`config.mk`:
```
export PLATFORM = sky130hd
export DESIGN_NAME = seg7_scan_decoder
export DESIGN_NICKNAME = d
export VERILOG_FILES = /design/src/rtl/seg7_pkg.sv /design/src/rtl/seg7_inv_lut.sv /design/src/rtl/seg7_scan_decoder.sv
export SDC_FILE = /design/constraint.sdc
export NUM_CORES = 1
export LEC_CHECK = 0
export BUFFER_PORTS_ARGS = -buffer_cell sky130_fd_sc_hd__buf_2
export CAP_MARGIN = 15
export CORE_ASPECT_RATIO = 1.75
export CORE_MARGIN = 3
export CORE_UTILIZATION = 59
export DETAILED_ROUTE_END_ITERATION = 12
export PLACE_DENSITY = 0.85
export RECOVER_POWER = 100
export SLEW_MARGIN = 20
export SYNTH_ARGS = -nofsm -noshare
export SYNTH_HDL_FRONTEND = slang
export SYNTH_SLANG_ARGS = --single-unit
```
`constraint.sdc`:
```
create_clock -name clk -period 3.99 [get_ports clk]
set_input_delay 0.798 -clock clk [delete_from_list [all_inputs] [get_ports clk]]
set_output_delay 0.798 -clock clk [all_outputs]
set_load 0.03 [all_outputs]
```
`src/rtl/seg7_pkg.sv`:
```
// Shared 7-segment definitions: gfedcba glyph constants, decoder FSM states and LUT result type.
package seg7_pkg;

    localparam logic [6:0] SEG_0 = 7'h3F;
    localparam logic [6:0] SEG_1 = 7'h06;
    localparam logic [6:0] SEG_2 = 7'h5B;
    localparam logic [6:0] SEG_3 = 7'h4F;
    localparam logic [6:0] SEG_4 = 7'h66;
    localparam logic [6:0] SEG_5 = 7'h6D;
    localparam logic [6:0] SEG_6 = 7'h7D;
    localparam logic [6:0] SEG_7 = 7'h07;
    localparam logic [6:0] SEG_8 = 7'h7F;
    localparam logic [6:0] SEG_9 = 7'h6F;
    localparam logic [6:0] SEG_A = 7'h77;
    localparam logic [6:0] SEG_B = 7'h7C;
    localparam logic [6:0] SEG_C = 7'h39;
    localparam logic [6:0] SEG_D = 7'h5E;
    localparam logic [6:0] SEG_E = 7'h79;
    localparam logic [6:0] SEG_F = 7'h71;

    typedef enum logic [1:0] {
        ST_IDLE   = 2'd0,
        ST_SAMPLE = 2'd1,
        ST_HOLD   = 2'd2
    } scan_state_e;

    typedef struct packed {
        logic       err;
        logic [3:0] nib;
    } seg7_inv_t;

endpackage

```
`src/rtl/seg7_inv_lut.sv`:
```
// Inverse 7-segment decode: gfedcba pattern to hex nibble, err set for unknown glyphs.
module seg7_inv_lut
    import seg7_pkg::*;
(
    input  logic [6:0] seg,
    output seg7_inv_t  res_c
);

    always_comb begin
        res_c.err = 1'b0;
        res_c.nib = 4'h0;
        case (seg)
            SEG_0: res_c.nib = 4'h0;
            SEG_1: res_c.nib = 4'h1;
            SEG_2: res_c.nib = 4'h2;
            SEG_3: res_c.nib = 4'h3;
            SEG_4: res_c.nib = 4'h4;
            SEG_5: res_c.nib = 4'h5;
            SEG_6: res_c.nib = 4'h6;
            SEG_7: res_c.nib = 4'h7;
            SEG_8: res_c.nib = 4'h8;
            SEG_9: res_c.nib = 4'h9;
            SEG_A: res_c.nib = 4'hA;
            SEG_B: res_c.nib = 4'hB;
            SEG_C: res_c.nib = 4'hC;
            SEG_D: res_c.nib = 4'hD;
            SEG_E: res_c.nib = 4'hE;
            SEG_F: res_c.nib = 4'hF;
            default: res_c.err = 1'b1;
        endcase
    end

endmodule

```
`src/rtl/seg7_scan_decoder.sv`:
```
// Receive side of a multiplexed 7-segment bus: syncs, debounces and inverse-decodes
// each strobed digit, emitting one validated NDIG-digit word per complete scan.
module seg7_scan_decoder
    import seg7_pkg::*;
#(
    parameter int unsigned NDIG       = 4,
    parameter int unsigned STABLE_CYC = 8
) (
    input  logic              clk,
    input  logic              rst_n,
    input  logic [6:0]        seg,
    input  logic [NDIG-1:0]   dig_sel,
    output logic              frame_valid,
    output logic [4*NDIG-1:0] frame_data,
    output logic [NDIG-1:0]   frame_err,
    output logic              seq_err
);

    localparam int unsigned CNT_W = $clog2(STABLE_CYC + 1);
    localparam int unsigned IDX_W = $clog2(NDIG);
    localparam int unsigned DW    = 4 * NDIG;

    logic [6:0]      seg_s1, seg_s2, seg_p;
    logic [NDIG-1:0] dig_s1, dig_s2, dig_p;
    logic [CNT_W-1:0] cnt;

    scan_state_e     state, state_d;
    logic [IDX_W-1:0] idx, idx_d;
    logic [DW-1:0]   scr_data, data_m_c;
    logic [NDIG-1:0] scr_err, err_m_c;

    seg7_inv_t       inv_c;
    logic            same_c, stable_c, onehot_c, last_c;
    logic [NDIG-1:0] exp_c, nxt_c;
    logic            accept_c, seq_c;

    seg7_inv_lut u_lut (
        .seg   (seg_s2),
        .res_c (inv_c)
    );

    assign same_c   = (seg_s2 == seg_p) && (dig_s2 == dig_p);
    assign stable_c = (cnt == CNT_W'(STABLE_CYC));
    assign onehot_c = $onehot(dig_s2);
    assign last_c   = (idx == IDX_W'(NDIG - 1));
    assign exp_c    = NDIG'(1) << idx;
    assign nxt_c    = NDIG'(1) << (idx + IDX_W'(1));

    // Two-flop synchronisers, previous-sample stage and saturating stability counter
    always_ff @(posedge clk or negedge rst_n) begin
        if (!rst_n) begin
            seg_s1 <= '0;
            seg_s2 <= '0;
            seg_p  <= '0;
            dig_s1 <= '0;
            dig_s2 <= '0;
            dig_p  <= '0;
            cnt    <= '0;
        end else begin
            seg_s1 <= seg;
            seg_s2 <= seg_s1;
            seg_p  <= seg_s2;
            dig_s1 <= dig_sel;
            dig_s2 <= dig_s1;
            dig_p  <= dig_s2;
            if (!same_c)
                cnt <= '0;
            else if (!stable_c)
                cnt <= cnt + CNT_W'(1);
        end
    end

    always_ff @(posedge clk or negedge rst_n) begin
        if (!rst_n) begin
            state <= ST_IDLE;
            idx   <= '0;
        end else begin
            state <= state_d;
            idx   <= idx_d;
        end
    end

    always_comb begin
        state_d  = state;
        idx_d    = idx;
        accept_c = 1'b0;
        seq_c    = 1'b0;
        case (state)
            ST_IDLE: begin
                if (dig_s2 == NDIG'(1)) begin
                    state_d = ST_SAMPLE;
                    idx_d   = '0;
                end
            end
            ST_SAMPLE: begin
                // A different one-hot strobe before acceptance means the scan skipped a slot
                if (onehot_c && (dig_s2 != exp_c)) begin
                    seq_c   = 1'b1;
                    state_d = ST_IDLE;
                end else if (stable_c && same_c && (dig_s2 == exp_c)) begin
                    accept_c = 1'b1;
                    state_d  = last_c ? ST_IDLE : ST_HOLD;
                end
            end
            ST_HOLD: begin
                if (dig_s2 == nxt_c) begin
                    state_d = ST_SAMPLE;
                    idx_d   = idx + IDX_W'(1);
                end else if (onehot_c && (dig_s2 != exp_c)) begin
                    seq_c   = 1'b1;
                    state_d = ST_IDLE;
                end
            end
            default: state_d = ST_IDLE;
        endcase
    end

    // Scratch contents with the digit currently being accepted merged in
    always_comb begin
        data_m_c = scr_data;
        err_m_c  = scr_err;
        data_m_c[{idx, 2'b00} +: 4] = inv_c.nib;
        err_m_c[idx]                = inv_c.err;
    end

    always_ff @(posedge clk or negedge rst_n) begin
        if (!rst_n) begin
            scr_data    <= '0;
            scr_err     <= '0;
            frame_valid <= 1'b0;
            frame_data  <= '0;
            frame_err   <= '0;
            seq_err     <= 1'b0;
        end else begin
            frame_valid <= 1'b0;
            seq_err     <= seq_c;
            if (seq_c) begin
                scr_data <= '0;
                scr_err  <= '0;
            end else if (accept_c) begin
                if (last_c) begin
                    frame_valid <= 1'b1;
                    frame_data  <= data_m_c;
                    frame_err   <= err_m_c;
                    scr_data    <= '0;
                    scr_err     <= '0;
                end else begin
                    scr_data <= data_m_c;
                    scr_err  <= err_m_c;
                end
            end
        end
    end

endmodule

```
Word level (Yosys, flattened, before mapping)
Index checks and enable logic that the tools add are counted.
{"block": "word_totals", "inputBits": 13, "elab_cells": 105, "regBits": 83, "out_inout_bits": 22}
{"block": "classes", "order_cmp": 2, "reduce_logical": 12, "addsub": 6, "mux": 33, "shift": 4, "n_eq_ne": 32, "n_bitwise": 1}
{"operator": "7-bit == test (second input constant)", "count": 12}
{"operator": "4-bit one-hot mux with 15 select lines", "count": 1}
{"operator": "16-bit 2-to-1 mux", "count": 3}
{"operator": "4-bit 2-to-1 mux", "count": 5}
{"operator": "16-bit bitwise mux", "count": 1}
{"operator": "2-bit 2-to-1 mux", "count": 8}
{"operator": "16-bit OR reduction", "count": 1}
{"operator": "4-bit by 6-bit variable shift with 16-bit output (first input constant)", "count": 1}
{"operator": "4-bit by 6-bit variable part select with 16-bit output", "count": 1}
{"operator": "7-bit by 3-bit == test with 1-bit output (second input constant)", "count": 2}
{"operator": "7-bit by 6-bit == test with 1-bit output (second input constant)", "count": 2}
{"operator": "4-bit == test", "count": 3}
{"operator": "1-bit 2-to-1 mux", "count": 10}
{"operator": "3-bit AND reduction", "count": 3}
{"operator": "1-bit by 2-bit left shift with 4-bit output (first input constant)", "count": 2}
{"operator": "7-bit == test", "count": 1}
{"operator": "2-bit inequality test (second input constant)", "count": 3}
{"operator": "3-bit inequality test (second input constant)", "count": 2}
{"operator": "4-bit negation with 6-bit output", "count": 1}
{"operator": "2-bit one-hot mux with 3 select lines", "count": 1}
{"operator": "1-bit logical AND", "count": 5}
{"operator": "1-bit by 1-bit adder with 2-bit output", "count": 2}
{"operator": "4-bit by 1-bit adder with 4-bit output (second input constant)", "count": 1}
{"operator": "4-bit bitwise mux", "count": 1}
{"operator": "16 further kinds", "count": 18}

Longest topological paths before layout
{"block": "depth", "word_depth": 9, "depth_mapped": 13, "ltp_nobuf": 11}

Cells and area by module
From an unflattened synthesis, not the netlist that was laid out.
{"block": "hier_totals", "hier_cells": 407, "hier_area_um2": 4230.3}
{"module": "seg7_scan_decoder", "seq_area_each_um2": 2052.0, "n_inst": 1, "area_each_um2": 3818.7, "cells_each": 349}
{"module": "seg7_inv_lut", "seq_area_each_um2": 0.0, "n_inst": 1, "area_each_um2": 411.6, "cells_each": 58}

Least setup slack after synthesis
Ideal clock, no wire load.
{"block": "synth_path", "kind": "register to register", "start": "register dig_s2[0]", "end": "register scr_data[1]", "arrival_time_ns": 2.856, "path_stages_with_launch": 12, "period_less_slack_ns": 3.004, "setup_time_ns": 0.148, "path_slack_ns": 0.986, "required_time_ns": 3.842, "n_path_buf": 0, "cell_sequence": "dfrtp_1 -> inv_1 -> fa_1 -> inv_1 -> ha_1 -> ha_1 -> nor2_1 -> nand2_1 -> or3b_2 -> o2bb2ai_1 -> o21ai_1 -> o2bb2ai_1"}
{"block": "synth_between", "elab_chain_cells": 8, "elab_cells_between_ends": 19, "classes_between": "add/sub (2); eq/ne (5); mux (7); reduce/logical (5)"}
{"element": "start: declaration", "line": "seg7_scan_decoder.sv:24", "rtl": "logic [NDIG-1:0] dig_s1, dig_s2, dig_p;"}
{"element": "start signal: assignment", "line": "seg7_scan_decoder.sv:64", "rtl": "dig_s2 <= dig_s1;"}
{"element": "1-bit by 1-bit adder with 2-bit output (implied by the code) / 4-bit == test (equally long branches)", "line": "seg7_scan_decoder.sv:44, seg7_scan_decoder.sv:42"}
{"element": "2-bit by 2-bit adder with 3-bit output (implied by the code) / 1-bit logical AND (equally long branches)", "line": "seg7_scan_decoder.sv:44, seg7_scan_decoder.sv:42"}
{"element": "3-bit by 1-bit == test with 1-bit output / 1-bit logical AND (equally long branches)", "line": "seg7_scan_decoder.sv:44, seg7_scan_decoder.sv:100"}
{"element": "1-bit logical AND, on equally long branches", "line": "seg7_scan_decoder.sv:97, seg7_scan_decoder.sv:109, seg7_scan_decoder.sv:100"}
{"element": "1-bit 2-to-1 mux, on equally long branches", "line": "seg7_scan_decoder.sv:97, seg7_scan_decoder.sv:109, seg7_scan_decoder.sv:100"}
{"element": "1-bit 2-to-1 mux, on equally long branches", "line": "seg7_scan_decoder.sv:106, seg7_scan_decoder.sv:97"}
{"element": "1-bit one-hot mux with 2 select lines / 1-bit 2-to-1 mux (equally long branches)", "line": "seg7_scan_decoder.sv:88", "rtl": "case (state)"}
{"element": "16-bit 2-to-1 mux / 2-bit nonzero test (equally long branches)"}
{"element": "end signal: assignment", "line": "seg7_scan_decoder.sv:148", "rtl": "scr_data <= data_m_c;"}
{"element": "end: declaration", "line": "seg7_scan_decoder.sv:29", "rtl": "logic [DW-1:0] scr_data, data_m_c;"}
Several ways; a longest one is shown, not always the timed one.
A chain may end at the register's enable or synchronous reset.

Worst setup path after layout
{"block": "layout_path", "start": "register dig_s2[0]", "end": "register scr_data[0]"}
The elaborated chain is that of the path after synthesis.

==> qor.yml <==
yosys:
  syn_inst: 335
  postSynthNetCount: 366
  synthTopCellsByCount: "dfrtp_1 (82), inv_1 (34), o2bb2ai_1 (20)"
  synthTopCellsByArea: "dfrtp_1 (53%), ha_1 (5.5%), o2bb2ai_1 (4.5%)"
  synthArstFlopShare: 1.00
  yosysSeqAreaShare: 0.529
  syn_area_um2: 3880
  ys_warn_count: 0
  synth_ff_type: "dfrtp_1"
  yosysTopAreaCellShare: 0.529
  yosysTopAreaCell: "dfrtp_1"
  yosysMostFrequentCell: "dfrtp_1"
  ys_ff_latch: 82
  synth_edf_count: 0
  synth.distinct_cells: 54
  syn_area_per_cell_um2: 11.6
drt:
  routed_via_density: 5.85
  drc: 0
  routed_wl_um: 7520
  drt-initial-drc-count: 176
  firstDrtPassIters: 5
  wl_per_cell_um: 16.6
  vias: 2649
  final_antenna_net_count: 0
global_route:
  antenna_found_initial: 0
  grt_pass1_vias: 2730
  grt_max_degree: 83
  grt-ovfl-total: 0
  track_usage: 0.229
  grt_pass1_wl_um: 13200
cells_and_area:
  layout-drive-gt1-share: 0.107
  fin_util: 0.671
  fillers: 511
  antenna_cells: 0
  nNetsFinal: 399
  areaGrowthSynthToFinish_pct: 8.51
worst_hold_path:
  hold_class: "reg -> reg"
critical_path:
  end_kind: "flip-flop"
  critPathTopFamily: "compound AO/OA/AOI/OAI gates"
  max_stage_delay_ns: 0.55
  cpMaxStageDelayCell: "fa_1"
  required_ns: 4.19
  path_cells: "inv_1 -> fa_1 -> inv_1 -> ha_1 -> ha_1 -> nor2_1 -> nand2_1 -> or3b_2 -> o2bb2ai_1 -> o21ai_0 -> o2bb2ai_1"
  cp_num_buf_inv: 2
  critical_path_class: "reg -> reg"
  arrival_ns: 3.71
  startpoint_type: "flip-flop"
  crit_fanout: 7
place:
  dpl.hpwl_um: 5410
  post-place-ws_ns: 0.394
  io_buffers: 34
  gp_congestion: 0.935
power_and_ir_drop:
  p_total_uw: 1710
  powerDensity_nw_per_um2: 406
  leakagePower_uw: 0.00183
  ir_drop_mv: 0.268
die:
  dieArea_um2: 7630
  rows: 38
  dieWidth_um: 67.3
  io-pin-count: 35
  initial_utilization: 0.619
  core_um2: 6280
  die_height_um: 113
clock_network:
  cts_hold_buf: 0
  cts.sinks: 82
  cts_tree: "yes"
  cts.htree.levels: 3
  clockRootBuffer: "clkbuf_8"
  numCtsBuffers: 9
  post_cts_buffers: 0
  clk_path_buf_depth: 2
  clock_latency_ns: 0.35
  cts.repair.resized: 0
  clkTransAtPathRegs_ns: 0.08
timing:
  relSlewSlack: -0.312
  fin_crit_sh: 0.882
  fmax_mhz: 284
  final_max_slew_viol_count: 83
  fin_ws_ns: 0.472
  rsz0062_at_grt: "false"
  fin_skew_ns: 0.00865
  fin_crit_ns: 3.52
  hold_slack_ns: 0.352
  setup_viol_count_final: 0
  tightest_slew_ns: 1.97
  tns_ns: 0
  final_hold_viol_count: 0
status:
  status: "complete, but fails checks"
  violations: "capacitance limit, slew limit"
run:
  drv_cap: 1
[registers in the layout, summed over array words and instances, names as in the netlist]
name         flops
idx              2
state            2
seq_err          1
dig_s1           4
cnt              4
frame_err        4
scr_err          3
seg_s1           7
dig_s2           4
dig_p            4
frame_valid      1
scr_data        16
seg_p            7
seg_s2           7
frame_data      16
[layer usage]
metal,GRT usage,share of wire,vias to the layer above,wire length [um]
li1,-,-,1255,-
met1,0.293,0.41,1326,3070
met5,0,0,-,0
met3,0.0437,0.030,17,229
met4,0.115,0.024,0,178
met2,0.366,0.54,51,4040
[cells in the final DEF (no fill, tap or decap), types with 3 or more instances in the layout]
master / netlist / routed
nand2b_1: 5 / 5
nor4_1: 2 / 3
nand2_1: 11 / 11
o21a_1: 17 / 17
mux2i_1: 4 / 4
xor2_1: 13 / 13
and3_1: 5 / 5
o221ai_1: 16 / 16
dfrtp_1: 82 / 82
xnor2_1: 9 / 9
nor2_1: 18 / 18
ha_1: 17 / 17
o2bb2ai_1: 20 / 20
a211oi_1: 3 / 3
o21ai_0: 7 / 11
clkbuf_1: 5 / 22
nand3_1: 5 / 6
buf_2: 7 / 11
a21oi_1: 6 / 6
inv_1: 34 / 34
nor3_1: 3 / 3
mux2_2: 3 / 3
clkbuf_8: 0 / 10
[cells by family after synthesis]
group	count (synthesis)	share of synthesized area
fa+ha+maj	18	0.0599
mux	7	0.0190
xor+xnor	22	0.0496
simple gates	73	0.119
buf+inv	49	0.0538
compound gates	84	0.170
flops	82	0.529
[worst paths after layout]
kind	start	endpoint	slack [ns]	depth (start not counted)
max	dig_s2[0]$_DFF_PN0_	scr_data[0]$_DFFE_PN0P_	0.47	11
min	seg_s1[1]$_DFF_PN0_	seg_s2[1]$_DFF_PN0_	0.35	0
max reg2reg	dig_s2[0]$_DFF_PN0_	scr_data[0]$_DFFE_PN0P_	0.47	11
min reg2reg	seg_s1[1]$_DFF_PN0_	seg_s2[1]$_DFF_PN0_	0.35	0
max in group asynchronous	rst_n	state[0]$_DFFE_PN0P_	1.83	1
min in group asynchronous	rst_n	dig_s1[2]$_DFF_PN0_	0.97	1
[stage by stage]
stage | std cells | cell area (um^2)
after floorplan | 335 | 3880
after global placement | 437 | 4100
after detailed placement | 437 | 4100
after CTS | 453 | 4280
after global routing | 453 | 4210
final | 453 | 4210
[power breakdown]
group | leakage, uW | switching, uW | internal (uW)
Clock | 0.0000882 | 289 | 242
Combinational | 0.000679 | 177 | 108
Sequential | 0.00107 | 34.3 | 860
Total | 0.00183 | 501 | 1210
[area by class of cell]
class	count	area [um^2]	share of cell area
Multi-Input combinational cell	204	1590	0.377
Clock inverter	6	42.5	0.0101
Inverter	34	128	0.0303
Tap cell	80	100	0.0238
Sequential cell	82	2050	0.487
Clock buffer	10	138	0.0327
Timing Repair Buffer	37	163	0.0386
No activity file was read; power rests on OpenSTA's default activity.
